==> config.mk <==
export PLATFORM = sky130hd
export DESIGN_NAME = ram_port_sched
export DESIGN_NICKNAME = d
export VERILOG_FILES = /design/src/rtl/ram_port_sched.sv
export SDC_FILE = /design/constraint.sdc
export NUM_CORES = 1
export LEC_CHECK = 0
export ABC_AREA = 1
export BUFFER_PORTS_ARGS = -buffer_cell sky130_fd_sc_hd__buf_2
export CAP_MARGIN = 0
export CORE_ASPECT_RATIO = 1.2
export CORE_MARGIN = 2
export CORE_UTILIZATION = 58
export DETAILED_ROUTE_END_ITERATION = 6
export PLACE_DENSITY = 0.95
export SLEW_MARGIN = 10
export SYNTH_ARGS = -nofsm -noshare
export SYNTH_HDL_FRONTEND = slang
export SYNTH_SLANG_ARGS = --single-unit
==> constraint.sdc <==
create_clock -name clk -period 5.95 [get_ports clk]
set_clock_uncertainty 0.05 [all_clocks]
set_input_delay 0.8925 -clock clk [delete_from_list [all_inputs] [get_ports clk]]
set_output_delay 0.8925 -clock clk [all_outputs]
set_load 0.05 [all_outputs]
==> src/rtl/ram_port_sched.sv <==
// +----------------------------------------------------------------------------+
// | Module      : ram_port_sched                                               |
// | Description : Round-robin scheduler sharing one single-port packet RAM     |
// |               among N_REQ requesters with one-entry slots and tagged read  |
// |               returns. Define RAM_PORT_SCHED_ETH_PRIO_EN to give ports 0/1 |
// |               strict priority over the remaining ports.                    |
// | Revision    : 1.0 - initial release                                        |
// +----------------------------------------------------------------------------+
`default_nettype none

module ram_port_sched #(
    parameter int ADDR_W = 9,
    parameter int DATA_W = 32,
    parameter int N_REQ  = 4
) (
    input  logic                      clk,
    input  logic                      rst_n,
    input  logic [N_REQ*ADDR_W-1:0]   req_addr_i,
    input  logic [N_REQ-1:0]          req_stb_i,
    input  logic [N_REQ-1:0]          req_we_i,
    input  logic [N_REQ*DATA_W-1:0]   req_data_i,
    output logic [N_REQ-1:0]          req_busy_o,
    output logic [N_REQ-1:0]          req_ovr_o,
    output logic [DATA_W-1:0]         rd_data_o,
    output logic [N_REQ-1:0]          rd_valid_o,
    output logic [ADDR_W-1:0]         ram_addr_o,
    output logic                      ram_cs_o,
    output logic                      ram_we_o,
    output logic [DATA_W-1:0]         ram_data_o,
    input  logic [DATA_W-1:0]         ram_data_i
);

    localparam int c_IDX_W = (N_REQ > 1) ? $clog2(N_REQ) : 1;

    logic [N_REQ-1:0][ADDR_W-1:0] r_addr;
    logic [N_REQ-1:0][DATA_W-1:0] r_data;
    logic [N_REQ-1:0]             r_we;
    logic [N_REQ-1:0]             r_pend;
    logic [c_IDX_W-1:0]           r_last;
    logic [c_IDX_W:0]             w_pick;
    logic                         w_gnt_vld;
    logic [c_IDX_W-1:0]           w_gnt_idx;
    logic [N_REQ-1:0]             w_gnt_oh;
    logic                         r_tag1_v;
    logic                         r_tag2_v;
    logic [c_IDX_W-1:0]           r_tag1;
    logic [c_IDX_W-1:0]           r_tag2;

    // Returns {valid, index} of the first set mask bit after 'last', wrapping.
    // Iterating from the far end lets the nearest candidate win without a break.
    function automatic logic [c_IDX_W:0] f_rr(input logic [N_REQ-1:0] mask,
                                              input logic [c_IDX_W-1:0] last);
        logic [c_IDX_W:0] res;
        int               idx;
        res = '0;
        for (int i = N_REQ; i >= 1; i--) begin
            idx = (int'(last) + i) % N_REQ;
            if (mask[idx]) res = {1'b1, c_IDX_W'(idx)};
        end
        return res;
    endfunction

`ifdef RAM_PORT_SCHED_ETH_PRIO_EN
    localparam logic [N_REQ-1:0] c_ETH_MASK = N_REQ'(3);

    logic [c_IDX_W-1:0] r_last_oth;
    logic [N_REQ-1:0]   w_eth_req;
    logic [N_REQ-1:0]   w_oth_req;

    always_comb begin
        w_eth_req = r_pend & c_ETH_MASK;
        w_oth_req = r_pend & ~c_ETH_MASK;
        if (|w_eth_req) w_pick = f_rr(w_eth_req, r_last);
        else            w_pick = f_rr(w_oth_req, r_last_oth);
    end

    // r_last tracks the Eth group, r_last_oth the remaining ports.
    always_ff @(posedge clk or negedge rst_n) begin
        if (!rst_n) begin
            r_last     <= c_IDX_W'(N_REQ - 1);
            r_last_oth <= c_IDX_W'(N_REQ - 1);
        end else if (w_gnt_vld) begin
            if (c_ETH_MASK[w_gnt_idx]) r_last     <= w_gnt_idx;
            else                       r_last_oth <= w_gnt_idx;
        end
    end
`else
    always_comb begin
        w_pick = f_rr(r_pend, r_last);
    end

    always_ff @(posedge clk or negedge rst_n) begin
        if (!rst_n)         r_last <= c_IDX_W'(N_REQ - 1);
        else if (w_gnt_vld) r_last <= w_gnt_idx;
    end
`endif

    assign w_gnt_vld  = w_pick[c_IDX_W];
    assign w_gnt_idx  = w_pick[c_IDX_W-1:0];
    assign w_gnt_oh   = w_gnt_vld ? (N_REQ'(1) << w_gnt_idx) : '0;
    assign req_busy_o = r_pend;

    // A slot freed by this cycle's grant may accept a new strobe at the same edge.
    always_ff @(posedge clk or negedge rst_n) begin
        if (!rst_n) begin
            r_addr    <= '0;
            r_data    <= '0;
            r_we      <= '0;
            r_pend    <= '0;
            req_ovr_o <= '0;
        end else begin
            for (int k = 0; k < N_REQ; k++) begin
                if (req_stb_i[k] && (!r_pend[k] || w_gnt_oh[k])) begin
                    r_pend[k] <= 1'b1;
                    r_addr[k] <= req_addr_i[k*ADDR_W +: ADDR_W];
                    r_data[k] <= req_data_i[k*DATA_W +: DATA_W];
                    r_we[k]   <= req_we_i[k];
                end else if (w_gnt_oh[k]) begin
                    r_pend[k] <= 1'b0;
                end
                if (req_stb_i[k] && r_pend[k] && !w_gnt_oh[k]) req_ovr_o[k] <= 1'b1;
            end
        end
    end

    always_ff @(posedge clk or negedge rst_n) begin
        if (!rst_n) begin
            ram_addr_o <= '0;
            ram_cs_o   <= 1'b0;
            ram_we_o   <= 1'b0;
            ram_data_o <= '0;
        end else begin
            ram_cs_o <= w_gnt_vld;
            ram_we_o <= w_gnt_vld & r_we[w_gnt_idx];
            if (w_gnt_vld) begin
                ram_addr_o <= r_addr[w_gnt_idx];
                ram_data_o <= r_data[w_gnt_idx];
            end
        end
    end

    // Stage 1 lines up with ram_cs_o, stage 2 with ram_data_i.
    always_ff @(posedge clk or negedge rst_n) begin
        if (!rst_n) begin
            r_tag1_v   <= 1'b0;
            r_tag2_v   <= 1'b0;
            r_tag1     <= '0;
            r_tag2     <= '0;
            rd_valid_o <= '0;
            rd_data_o  <= '0;
        end else begin
            r_tag1_v   <= w_gnt_vld & ~r_we[w_gnt_idx];
            r_tag1     <= w_gnt_idx;
            r_tag2_v   <= r_tag1_v;
            r_tag2     <= r_tag1;
            rd_valid_o <= r_tag2_v ? (N_REQ'(1) << r_tag2) : '0;
            if (r_tag2_v) rd_data_o <= ram_data_i;
        end
    end

endmodule

`default_nettype wire

Yosys cells after proc, flatten, opt, wreduce, memory -nomap -nowiden
Index checks and enable logic that the tools add are counted.
{"block": "op_classes", "div": 0, "n_reduce_logical": 32, "bitwise": 7, "addsub": 4, "mul": 0, "shift": 2, "order_cmp": 5, "eq_ne": 0, "muxes": 32}
{"cell": "binary-select mux 32 bit (select 2 bit)", "n": 1}
{"cell": "two-way mux 32 bit", "n": 1}
{"cell": "binary-select mux 9 bit (select 2 bit)", "n": 1}
{"cell": "two-way mux 1 bit", "n": 17}
{"cell": "< comparator 3 x 4 -> 1 bit (second input constant)", "n": 4}
{"cell": "logical AND 1 bit", "n": 12}
{"cell": "two-way mux 3 bit", "n": 4}
{"cell": "binary-select mux 1 bit (select 2 bit)", "n": 5}
{"cell": "two-way mux 9 bit", "n": 1}
{"cell": "logical NOT 1 bit", "n": 8}
{"cell": "two-way mux 4 bit", "n": 2}
{"cell": "nonzero test 2 bit", "n": 4}
{"cell": "OR reduction 2 bit", "n": 4}
{"cell": "left shift 1 x 2 -> 4 bit (first input constant)", "n": 2}
{"cell": "adder 2 x 1 -> 2 bit (second input constant)", "n": 2}
{"cell": "adder 2 bit (second input constant)", "n": 2}
{"cell": "bitwise AND 1 bit (first input constant)", "n": 4}
{"cell": "logical OR 1 bit", "n": 4}
{"cell": "< comparator 2 x 3 -> 1 bit (second input constant)", "n": 1}
{"cell": "bitwise AND 1 bit", "n": 2}
{"cell": "inverter 1 bit", "n": 1}
{"block": "totals", "ramBits": 0, "rom_bits": 0, "out_inout_bits": 87, "elab_cells": 113, "latch_bits": 0, "regBits": 263, "n_memories": 0, "input_bits": 206}

Longest topological paths before layout
Gate-level depths: netlist of run 1.
{"block": "logic_depth", "word_depth": 15, "depth_mapped": 18, "ltp_nobuf": 15}

Worst setup path before layout of run 1
OpenSTA, ideal clock, no wires.
{"block": "synth_timing", "path_kind": "register to register", "startpoint": "register r_pend[1], in the netlist req_busy_o[1]", "endpoint": "register ram_data_o[11]", "arrival_time_ns": 2.010, "slack_ns": 3.773, "setup_ns": 0.118, "t_required_ns": 5.782, "period_less_slack_ns": 2.177, "path_buffers": 2, "stages_incl_launch_ff": 15, "path_cell_list": "dfrtp_1 > inv_1 > nand2_1 > nand2_1 > and2_1 > nor2_1 > nand3_2 > nand2_2 > buf_4 > buf_2 > nand2_1 > nand3_1 > nand2_1 > nand2_1 > nand2_1"}
{"block": "synth_between", "elab_chain_cells": 9, "elab_cells_between_ends": 18, "cone_classes": "mux: 18"}
{"item": "start: declaration", "line_no": "38", "rtl": "logic [N_REQ-1:0] r_pend;"}
{"item": "start signal: assignment", "line_no": "109", "rtl": "r_pend <= '0;"}
{"item": "start signal: indexed assignment", "line_no": "114", "rtl": "r_pend[k] <= 1'b1;"}
{"item": "start signal: indexed assignment", "line_no": "119", "rtl": "r_pend[k] <= 1'b0;"}
{"item": "binary-select mux 1 bit (select 2 bit)", "line_no": "58", "rtl": "if (mask[idx]) res = {1'b1, c_IDX_W'(idx)};"}
{"item": "two-way mux 1 bit (implied by the code) (2 in series)", "line_no": "58"}
{"item": "two-way mux 3 bit (3 in series)", "line_no": "58"}
{"item": "two-way mux 3 bit (*)", "line_no": "58"}
{"item": "binary-select mux 32 bit (select 2 bit)", "line_no": "137", "rtl": "ram_data_o <= r_data[w_gnt_idx];"}
{"item": "two-way mux 32 bit (implied by the code)", "line_no": "137"}
{"item": "end signal: assignment", "line_no": "137"}
{"item": "end: declaration", "line_no": "29", "rtl": "output logic [DATA_W-1:0] ram_data_o,"}
Every way passes the cells marked *; elsewhere a longest branch is shown, timed or not. The select of a mux whose other input is x is not followed.
A chain may end at the register's enable or synchronous reset.

Final worst setup path of run 1
{"block": "layout_timing", "startpoint": "register r_last[0]", "endpoint": "register r_addr[28] in the netlist's numbering"}
{"block": "layout_between", "elab_chain_cells": 12, "elab_cells_between_ends": 24, "cone_classes": "add/sub: 4; shift: 1; mux: 17; reduce/logical: 2"}
{"item": "start: declaration", "line_no": "39", "rtl": "logic [c_IDX_W-1:0] r_last;"}
{"item": "start signal: assignment", "line_no": "93", "rtl": "if (!rst_n) r_last <= c_IDX_W'(N_REQ - 1);"}
{"item": "start signal: assignment", "line_no": "94", "rtl": "else if (w_gnt_vld) r_last <= w_gnt_idx;"}
{"item": "adder 2 x 1 -> 2 bit", "line_no": "57", "rtl": "idx = (int'(last) + i) % N_REQ;"}
{"item": "binary-select mux 1 bit (select 2 bit)", "line_no": "58"}
{"item": "two-way mux 1 bit (implied by the code) (2 in series)", "line_no": "58"}
{"item": "two-way mux 3 bit (3 in series)", "line_no": "58"}
{"item": "two-way mux 3 bit (*)", "line_no": "58"}
{"item": "left shift 1 x 2 -> 4 bit", "line_no": "100", "rtl": "assign w_gnt_oh = w_gnt_vld ? (N_REQ'(1) << w_gnt_idx) : '0;"}
{"item": "two-way mux 4 bit (*)", "line_no": "100"}
{"item": "logical OR 1 bit (*)", "line_no": "113", "rtl": "if (req_stb_i[k] && (!r_pend[k] || w_gnt_oh[k])) begin"}
{"item": "logical AND 1 bit (*)", "line_no": "113"}
{"item": "end signal: indexed assignment", "line_no": "115", "rtl": "r_addr[k] <= req_addr_i[k*ADDR_W +: ADDR_W];"}
{"item": "end: declaration", "line_no": "35", "rtl": "logic [N_REQ-1:0][ADDR_W-1:0] r_addr;"}
Marked as above.

==> results of run 1 <==
-- layout make-up --
type	instances	area (um^2)
Clock inverter	8	119
Timing Repair Buffer	301	1550
Multi-Input combinational cell	1131	4710
Clock buffer	42	832
Inverter	100	378
Fill cell	1526	5890
Tap cell	265	332
Sequential cell	263	6580
-- cells by family after synthesis --
kind of cell	Yosys count	synth area share, %
AOI/OAI and AO/OA	9	0.598
DFF	263	54.3
buffers and inverters	204	7.04
and+or+nand+nor	1122	38.1
-- cell usage after synthesis, drive strengths merged --
cell    number
a21boi       1
a21oi        2
and2         1
buf         52
clkbuf      52
clkinv       1
dfrtp      261
dfstp        2
inv         99
nand2      814
nand3      297
nand3b       1
nand4        1
nor2         4
nor3         4
o21ai        2
o21bai       4
-- routing by layer --
metal,GRT usage [%],routed length [um],up-vias
li1,-,-,5409
met2,52.8,17500,696
met4,16.8,2000,0
met1,43.7,13700,5569
met5,0,0,-
met3,5.42,3480,153
-- stage by stage --
step | setup WS, ps | utilization (%)
global route | 1190 | 71.1
global placement | 1850 | 66.5
CTS | 1560 | 71.1
detailed placement | 1620 | 66.5
floorplan | 3770 | -
finish | 1420 | 71.1
-- path summary, 6_finish.rpt --
check	cells after the start	end	start	slack [ps]
worst max-delay path	13	r_addr[28]	r_last[0]	1420
worst min register to register	0	r_tag2[1]	r_tag1[1]	300
worst min-delay path	0	r_tag2[1]	r_tag1[1]	300
max in group asynchronous	2	ram_data_o[7]	rst_n	4150
worst max register to register	13	r_addr[28]	r_last[0]	1420
min in group asynchronous	1	ram_addr_o[0]	rst_n	400
-- sequential cells by signal, summed over array words and instances, names as in the netlist, 4 cells and up --
signal and flops:
r_addr 36, r_data 128, r_we 4, ram_addr_o 9, ram_data_o 32, rd_data_o 32, rd_valid_o 4, req_busy_o 4
req_ovr_o 4
==> out/metrics.csv, run 1 <==
metric,value,unit
WP data required,6320,ps
pin count of the biggest net entering global routing,139,
Setup CP Type,register to register,
Final Cell Area,0.0145,mm^2
number of buffers added on ports,292,
post-place instance area,0.0136,mm^2
cells along the critical path,inv_4 > nand2_1 > nand2_1 > and2_1 > nor2_1 > nand3_4 > nand2_4 > nand2_1 > nand2_2 > nand2_1 > buf_4 > nand2_1 > nand2_1,
ANT nets after route,0,
failing checks,DRC,
via/cell ratio,5.61,
synthesized flop and latch total,263,
dpl cells,2060,
drt pass-1 iters,7,
Synth area leader,dfrtp_1,
status,"complete, but fails checks",
synthesis-to-finish area growth,19.6,%
Slew @ Worst Pin,1070,ps
Cells after Synth,1598,
max cap viols,0,
clk_lat worst skew,530,ps
YS warnings,0,
CP max-delay cell,nand3_4,
antenna cell count,0,
GP Congestion,0.959,
CTS Buffer Depth,3,
Final Setup Violations,0,
Starting Density,59.5,%
Non-Filler Instances,2110,
floorplan core area,0.0204,mm^2
final WL,36700,um
Synth Cell Area,0.0121,mm^2
CP Capture Type,register,
CP arrival,4900,ps
final setup TNS,0,ps
fmax,221,MHz
H-tree lvl count,1,
Final min period,4530,ps
Min Hold Slack,302,ps
"CTS clk-pin slew, worst paths",60,ps
vias in the first global route,11300,
I/O pin cnt,293,
Placement Rows,57,
hpwl dp,24000,um
via count of the routed design,11800,
sequential area share after synthesis,54.3,%
CP Buf/Inv Count,2,
"Period Utilization, post-route",76.1,%
TritonCTS clock tree,done,
die height,162,um
CP top delay family,simple AND/OR/NAND/NOR gates,
relative slew slack,28.7,%
Residual DRC,11,
Num CTS Buffers,27,
Overflow after GRT,0,
Total Die Area,0.0221,mm^2
drt first-iter violations,1504,
Max Fanout on Critical Path,87,
clk sinks,263,
"leading cell types in the layout, fill and taps excluded","808 x nand2_1, 296 x nand3_1, 291 x buf_2, 261 x dfrtp_1, 92 x inv_1",
first-pass GRT wire length,57400,um
syn_area_per_cell,7.59,um^2
setup bufs post-CTS,0,
Die X,136,um
root buf cell,clkbuf_16,
Hold Path Class,register to register,
Slew Limit Fails,0,
Worst path max stage delay,760,ps
startpoint types,register,
gr usage total,33.0,%
Yosys cell types,25,
hold buffers post-CTS,0,
Mapped Nets,1804,
RSZ-0062 raised after global routing,no,
final hold viol count,0,
Synth area leaders,"dfrtp_1 54%, nand2_1 25%, nand3_1 12%, inv_1 2.8%, buf_2 1.7%",
Critical Path Most Common Cell,nand2_1,
"most common cell after layout, fill and taps aside",nand2_1,
initial antenna violation count,0,
drt wl/cell,17.4,um
Synth top area share,53.9,%
layout cells sized above 1,19.7,%
# nets final,2030,
post-cts sizing count,0,
Power of run 1 is left out: the tool's default activity adds up to more than one toggle a clock period on the data nets, which glitch-free logic cannot reach.
==> run 2: changes to the inputs <==
Settings changed: CORE_UTILIZATION 58 to 49, PLACE_DENSITY 0.95 to 0.89.
Clock period 5.95 ns to 3.8 ns, I/O delays scaled along.
==> run 2 against run 1 <==
Effect of this change:
- the flow finishes with violations (hold timing)
- utilization fell by 12 points
- die area is 18% higher
- wire length shrank 0.73%
- setup slack worse by 1000 ps
- register-to-register slack worse by 1000 ps
- worst hold slack lost 330 ps
- non-clock buffer count rose by 13
- critical path type unchanged
==> out/metrics.csv, run 2 (synthesis gave the netlist of run 1 again) <==
metric,value,unit,change
Total Die Area,0.0260,mm^2,+18%
Final Cell Area,0.0146,mm^2,+0.35%
failing checks,hold timing,,
status,"complete, but fails checks",,
Num CTS Buffers,27,,unchanged
synthesis-to-finish area growth,20.0,%,
CP arrival,3760,ps,-1140 ps
via/cell ratio,5.37,,-4.2%
# nets final,2043,,+0.64%
drt pass-1 iters,5,,-2
final setup TNS,0,ps,unchanged
clk_lat worst skew,550,ps,+20 ps
TritonCTS clock tree,done,,
dpl cells,2133,,+3.5%
"leading cell types in the layout, fill and taps excluded","808 x nand2_1, 296 x nand3_1, 291 x buf_2, 261 x dfrtp_1, 92 x inv_1",,
first-pass GRT wire length,57700,um,+0.54%
Die X,148,um,+8.5%
worst r2r src,r_last[0],,
ANT nets after route,0,,unchanged
clk sinks,263,,unchanged
die height,176,um,+8.6%
hold buffers post-CTS,0,,unchanged
Biggest register,r_data,,
relative slew slack,34.7,%,+6.0 points
I/O pin cnt,293,,unchanged
"CTS clk-pin slew, worst paths",60,ps,about the same
layout cells sized above 1,20.0,%,+0.23 points
biggest regs,"r_data x128, r_addr x36",,
Placement Rows,63,,+11%
Starting Density,49.5,%,-10 points
final hold viol count,4,,+4
Final min period,3390,ps,-1140 ps
Setup CP Type,register to register,,
Min Hold Slack,-25.9,ps,-327 ps
Filler cells,2160,,+42%
H-tree lvl count,1,,unchanged
floorplan core area,0.0245,mm^2,+20%
Non-Filler Instances,2180,,+3.3%
Max Fanout on Critical Path,86,,-1.1%
WP data required,4170,ps,-2150 ps
gr usage total,27.6,%,-5.3 points
number of buffers added on ports,292,,unchanged
startpoint types,register,,
post-cts sizing count,0,,unchanged
RSZ-0062 raised after global routing,no,,
Overflow after GRT,0,,unchanged
max cap viols,0,,unchanged
GP Congestion,0.939,,-2.1%
CP Capture Type,register,,
fmax,295,MHz,+34%
Slew @ Worst Pin,980,ps,-89.7 ps
Final Setup Violations,0,,unchanged
"Period Utilization, post-route",89.1,%,+13 points
post-place instance area,0.0137,mm^2,+1.3%
CTS Buffer Depth,3,,unchanged
hpwl dp,25100,um,+4.6%
drt first-iter violations,1192,,-21%
final WL,36400,um,-0.73%
setup bufs post-CTS,0,,unchanged
vias in the first global route,11300,,-0.11%
root buf cell,clkbuf_16,,
drt wl/cell,16.7,um,-3.9%
pin count of the biggest net entering global routing,102,,-27%
initial antenna violation count,2,,+2
via count of the routed design,11700,,-1.1%
Residual DRC,0,,-11
Critical Path Start,r_last[0],,
Slew Limit Fails,0,,unchanged
Hold Path Class,primary input to asynchronous set/reset pin,,
max reg flops,128,,unchanged
"most common cell after layout, fill and taps aside",nand2_1,,
## run 2: cell count changes in the layout (fill, tap and decap cells not counted)
cell | before | now
bufinv_16 | 3 | 1
clkinvlp_4 | 0 | 1
buf_4 | 8 | 21
clkbuf_8 | 10 | 4
clkbuf_1 | 5 | 8
diode_2 | 0 | 1
## run 2: cell type report
type                            instances  area (um^2)  area share, %
Sequential cell                       263         6580           45.2
Multi-Input combinational cell       1131         4710           32.4
Timing Repair Buffer                  314         1650           11.3
Clock buffer                           39          761           5.23
Tap cell                              325          407           2.79
Inverter                              100          378           2.60
Clock inverter                          7         66.3          0.456
Antenna cell                            1         2.50         0.0172
## run 2: routing by layer
metal	up-vias	wire length [um]	part of all wire [%]	global-route usage, %
met5	-	11	0.030	0
met4	2	1710	4.7	13.8
met3	121	3090	8.5	5.09
met2	588	17400	48	44.4
met1	5561	14300	39	36.2
li1	5430	-	-	-
## run 2: worst paths after layout
kind / endpoint / slack (ps) / cells after the start
max: r_data[2] / 410 / 14
min: ram_cs_o / -30 / 1
max reg2reg: r_data[2] / 410 / 14
min reg2reg: r_tag2[1] / 290 / 0
max in group asynchronous: r_data[87] / 2670 / 2
min in group clk: rd_data_o[23] / 180 / 3
## run 2: worst max-delay path, cell delays in order, from the launching register on
cell and delay [ps]:
dfstp_2 630, inv_4 90, nand2_1 100, nand3_1 130, nand2_1 130, inv_2 30
nand2_1 100, nand2_1 80, nand2_2 90, buf_4 710, nand4_1 210, nand2_2 130
nand2_2 430, nand2_1 250, nand2_1 80
## run 2: metrics by stage
step / setup WS (ps) / util (%)
after CTS: 479 / 59.4
final: 413 / 59.4
after detailed placement: 496 / 56.0
after global placement: 721 / 56.0
after floorplan: 1620 / -
after global routing: 56.0 / 59.4
Power of run 2 is left out for the same reason.
==> run 3: changes to the inputs <==
Settings changed: CORE_UTILIZATION 49 to 30, PLACE_DENSITY 0.89 to 0.64, SETUP_SLACK_MARGIN set to 0.5.
==> run 3 against run 2 <==
Effect of this change:
- the run now ends clean
- sequential cell count stayed put
- sequential share of layout area is 1.6 points lower
- die area is 62% higher
- maximum frequency is 12% higher
- clock-buffer cell count is 1 higher
- non-clock buffer count is 1 higher
- utilization is 21 points lower
- first-iteration DRC count is 33% lower
- critical endpoint is now r_data[80]
- via count is 4.2% lower
==> out/metrics.csv, run 3 (synthesis gave the netlist of run 1 again) <==
metric,value,unit,change
status,"complete, no violations",,
pre-CTS WS,708,ps,+212 ps
CP Capture Type,register,,
fmax,331,MHz,+12%
final hold viol count,0,,-4
WP data required,4180,ps,about the same
setup ws final,776,ps,+364 ps
TritonCTS clock tree,done,,
root buf cell,clkbuf_16,,
startpoint types,register,,
via/cell ratio,4.68,,-13%
pin count of the biggest net entering global routing,89,,-13%
biggest regs,"r_data x128, r_addr x36",,
Biggest register,r_data,,
Die X,188,um,+27%
RSZ-0062 raised after global routing,no,,
setup bufs post-CTS,0,,unchanged
clk sinks,263,,unchanged
vias in the first global route,11200,,-0.63%
max cap viols,0,,unchanged
gr usage total,18.5,%,-9.2 points
Final Setup Violations,0,,unchanged
H-tree lvl count,1,,unchanged
CP arrival,3410,ps,-350 ps
max layer used,met4,,
Placement Rows,80,,+27%
Hold Path Class,primary input to register,,
Setup CP Type,register to register,,
Multi-input gate area,0.00472,mm^2,+0.32%
relative slew slack,32.1,%,-2.6 points
"CTS clk-pin slew, worst paths",60,ps,about the same
via count of the routed design,11200,,-4.2%
hpwl dp,28500,um,+13%
first-pass GRT wire length,61500,um,+6.7%
layout cells sized above 1,20.5,%,+0.58 points
Slew @ Worst Pin,1010,ps,+32.1 ps
I/O pin cnt,293,,unchanged
Slew Limit Fails,0,,unchanged
drt pass-1 iters,6,,+1
metal3 WL,2450,um,-21%
met2 WL,19000,um,+9.3%
Residual DRC,0,,unchanged
"most common cell after layout, fill and taps aside",nand2_1,,
"leading cell types in the layout, fill and taps excluded","806 x nand2_1, 296 x nand3_1, 291 x buf_2, 261 x dfrtp_1, 92 x inv_1",,
Num CTS Buffers,28,,+3.7%
clk_lat worst skew,550,ps,about the same
synthesis-to-finish area growth,24.5,%,
Overflow after GRT,0,,unchanged
# nets final,2045,,+0.098%
Starting Density,30.4,%,-19 points
max reg flops,128,,unchanged
ANT nets after route,0,,unchanged
"Period Utilization, post-route",79.6,%,-9.6 points
GP Congestion,0.910,,-3.1%
Final min period,3020,ps,-364 ps
area taken by flip-flops and latches,0.00658,mm^2,unchanged
Filler cells,4233,,+96%
number of buffers added on ports,292,,unchanged
initial antenna violation count,2,,unchanged
drt first-iter violations,797,,-33%
Total Die Area,0.0421,mm^2,+62%
CTS Buffer Depth,3,,unchanged
Max Fanout on Critical Path,27,,-69%
die height,224,um,+27%
floorplan core area,0.0398,mm^2,+63%
final WL,39500,um,+8.3%
drt wl/cell,16.5,um,-1.4%
Final Core Density,37.9,%,-21 points
Metal-1 WL,16600,um,+16%
final setup TNS,0,ps,unchanged
## run 3: changes by cell type in the layout (fill, tap and decap cells not counted), moves of 3 or more
cell	before	now
buf_4	21	16
clkbuf_1	8	3
bufinv_16	1	5
clkbuf_8	4	8
buf_12	1	4
## run 3: per-layer routing
| metal | GRT usage, % | vias to the layer above |
|---|---|---|
| met2 | 31.1 | 369 |
| met1 | 23.5 | 5321 |
| li1 | - | 5443 |
| met5 | 0 | - |
| met3 | 3.34 | 73 |
| met4 | 7.49 | 0 |
## run 3: final timing paths
path	startpoint	end	slack [ps]	depth (start not counted)
max	r_last[0]	r_data[80]	780	14
min	ram_data_i[19]	rd_data_o[19]	170	3
max reg2reg	r_last[0]	r_data[80]	780	14
min reg2reg	r_tag1[1]	r_tag2[1]	300	0
max in group asynchronous	rst_n	rd_data_o[10]	2110	3
min in group asynchronous	rst_n	r_tag1[1]	560	2
## run 3: what timing repair did
item | CTS | global route
endpoints found under the hold margin | 6 | 0
setup endpoints to repair | 0 | 73
hold buffers | 1 | 0
gates resized for setup | 0 | 4
## run 3: layout make-up
| cell class | instances | area share [%] |
|---|---|---|
| antenna | 2 | 0.0332 |
| clock buffer | 40 | 5.61 |
| clock inverter | 11 | 1.23 |
| inverter | 100 | 2.50 |
| multi-input combinational | 1131 | 31.3 |
| sequential | 263 | 43.6 |
| tap | 533 | 4.42 |
| timing repair buffer | 315 | 11.3 |
## run 3: per-stage QoR
| step | cells | instance area [um^2] | hold slack (ps) |
|---|---|---|---|
| floorplan | 1598 | 12100 | 224 |
| global placement | 2341 | 14000 | 287 |
| detailed placement | 2341 | 14000 | 288 |
| CTS | 2393 | 15100 | 143 |
| global route | 2395 | 15100 | 158 |
| finish | 2395 | 15100 | 167 |
## run 3: worst max-delay path, stage by stage, from the launching register on
cell and delay [ps]:
dfstp_2 630, inv_4 90, nand2_1 70, nand2_1 100, nand2_1 130, nand2_1 60, nand2_1 120, nand2_1 100
nand2_4 260, nand2_4 280, o21ai_4 470, nand2_1 140, buf_4 270, nand2_1 90, nand2_1 50
Power of run 3 is left out for the same reason.
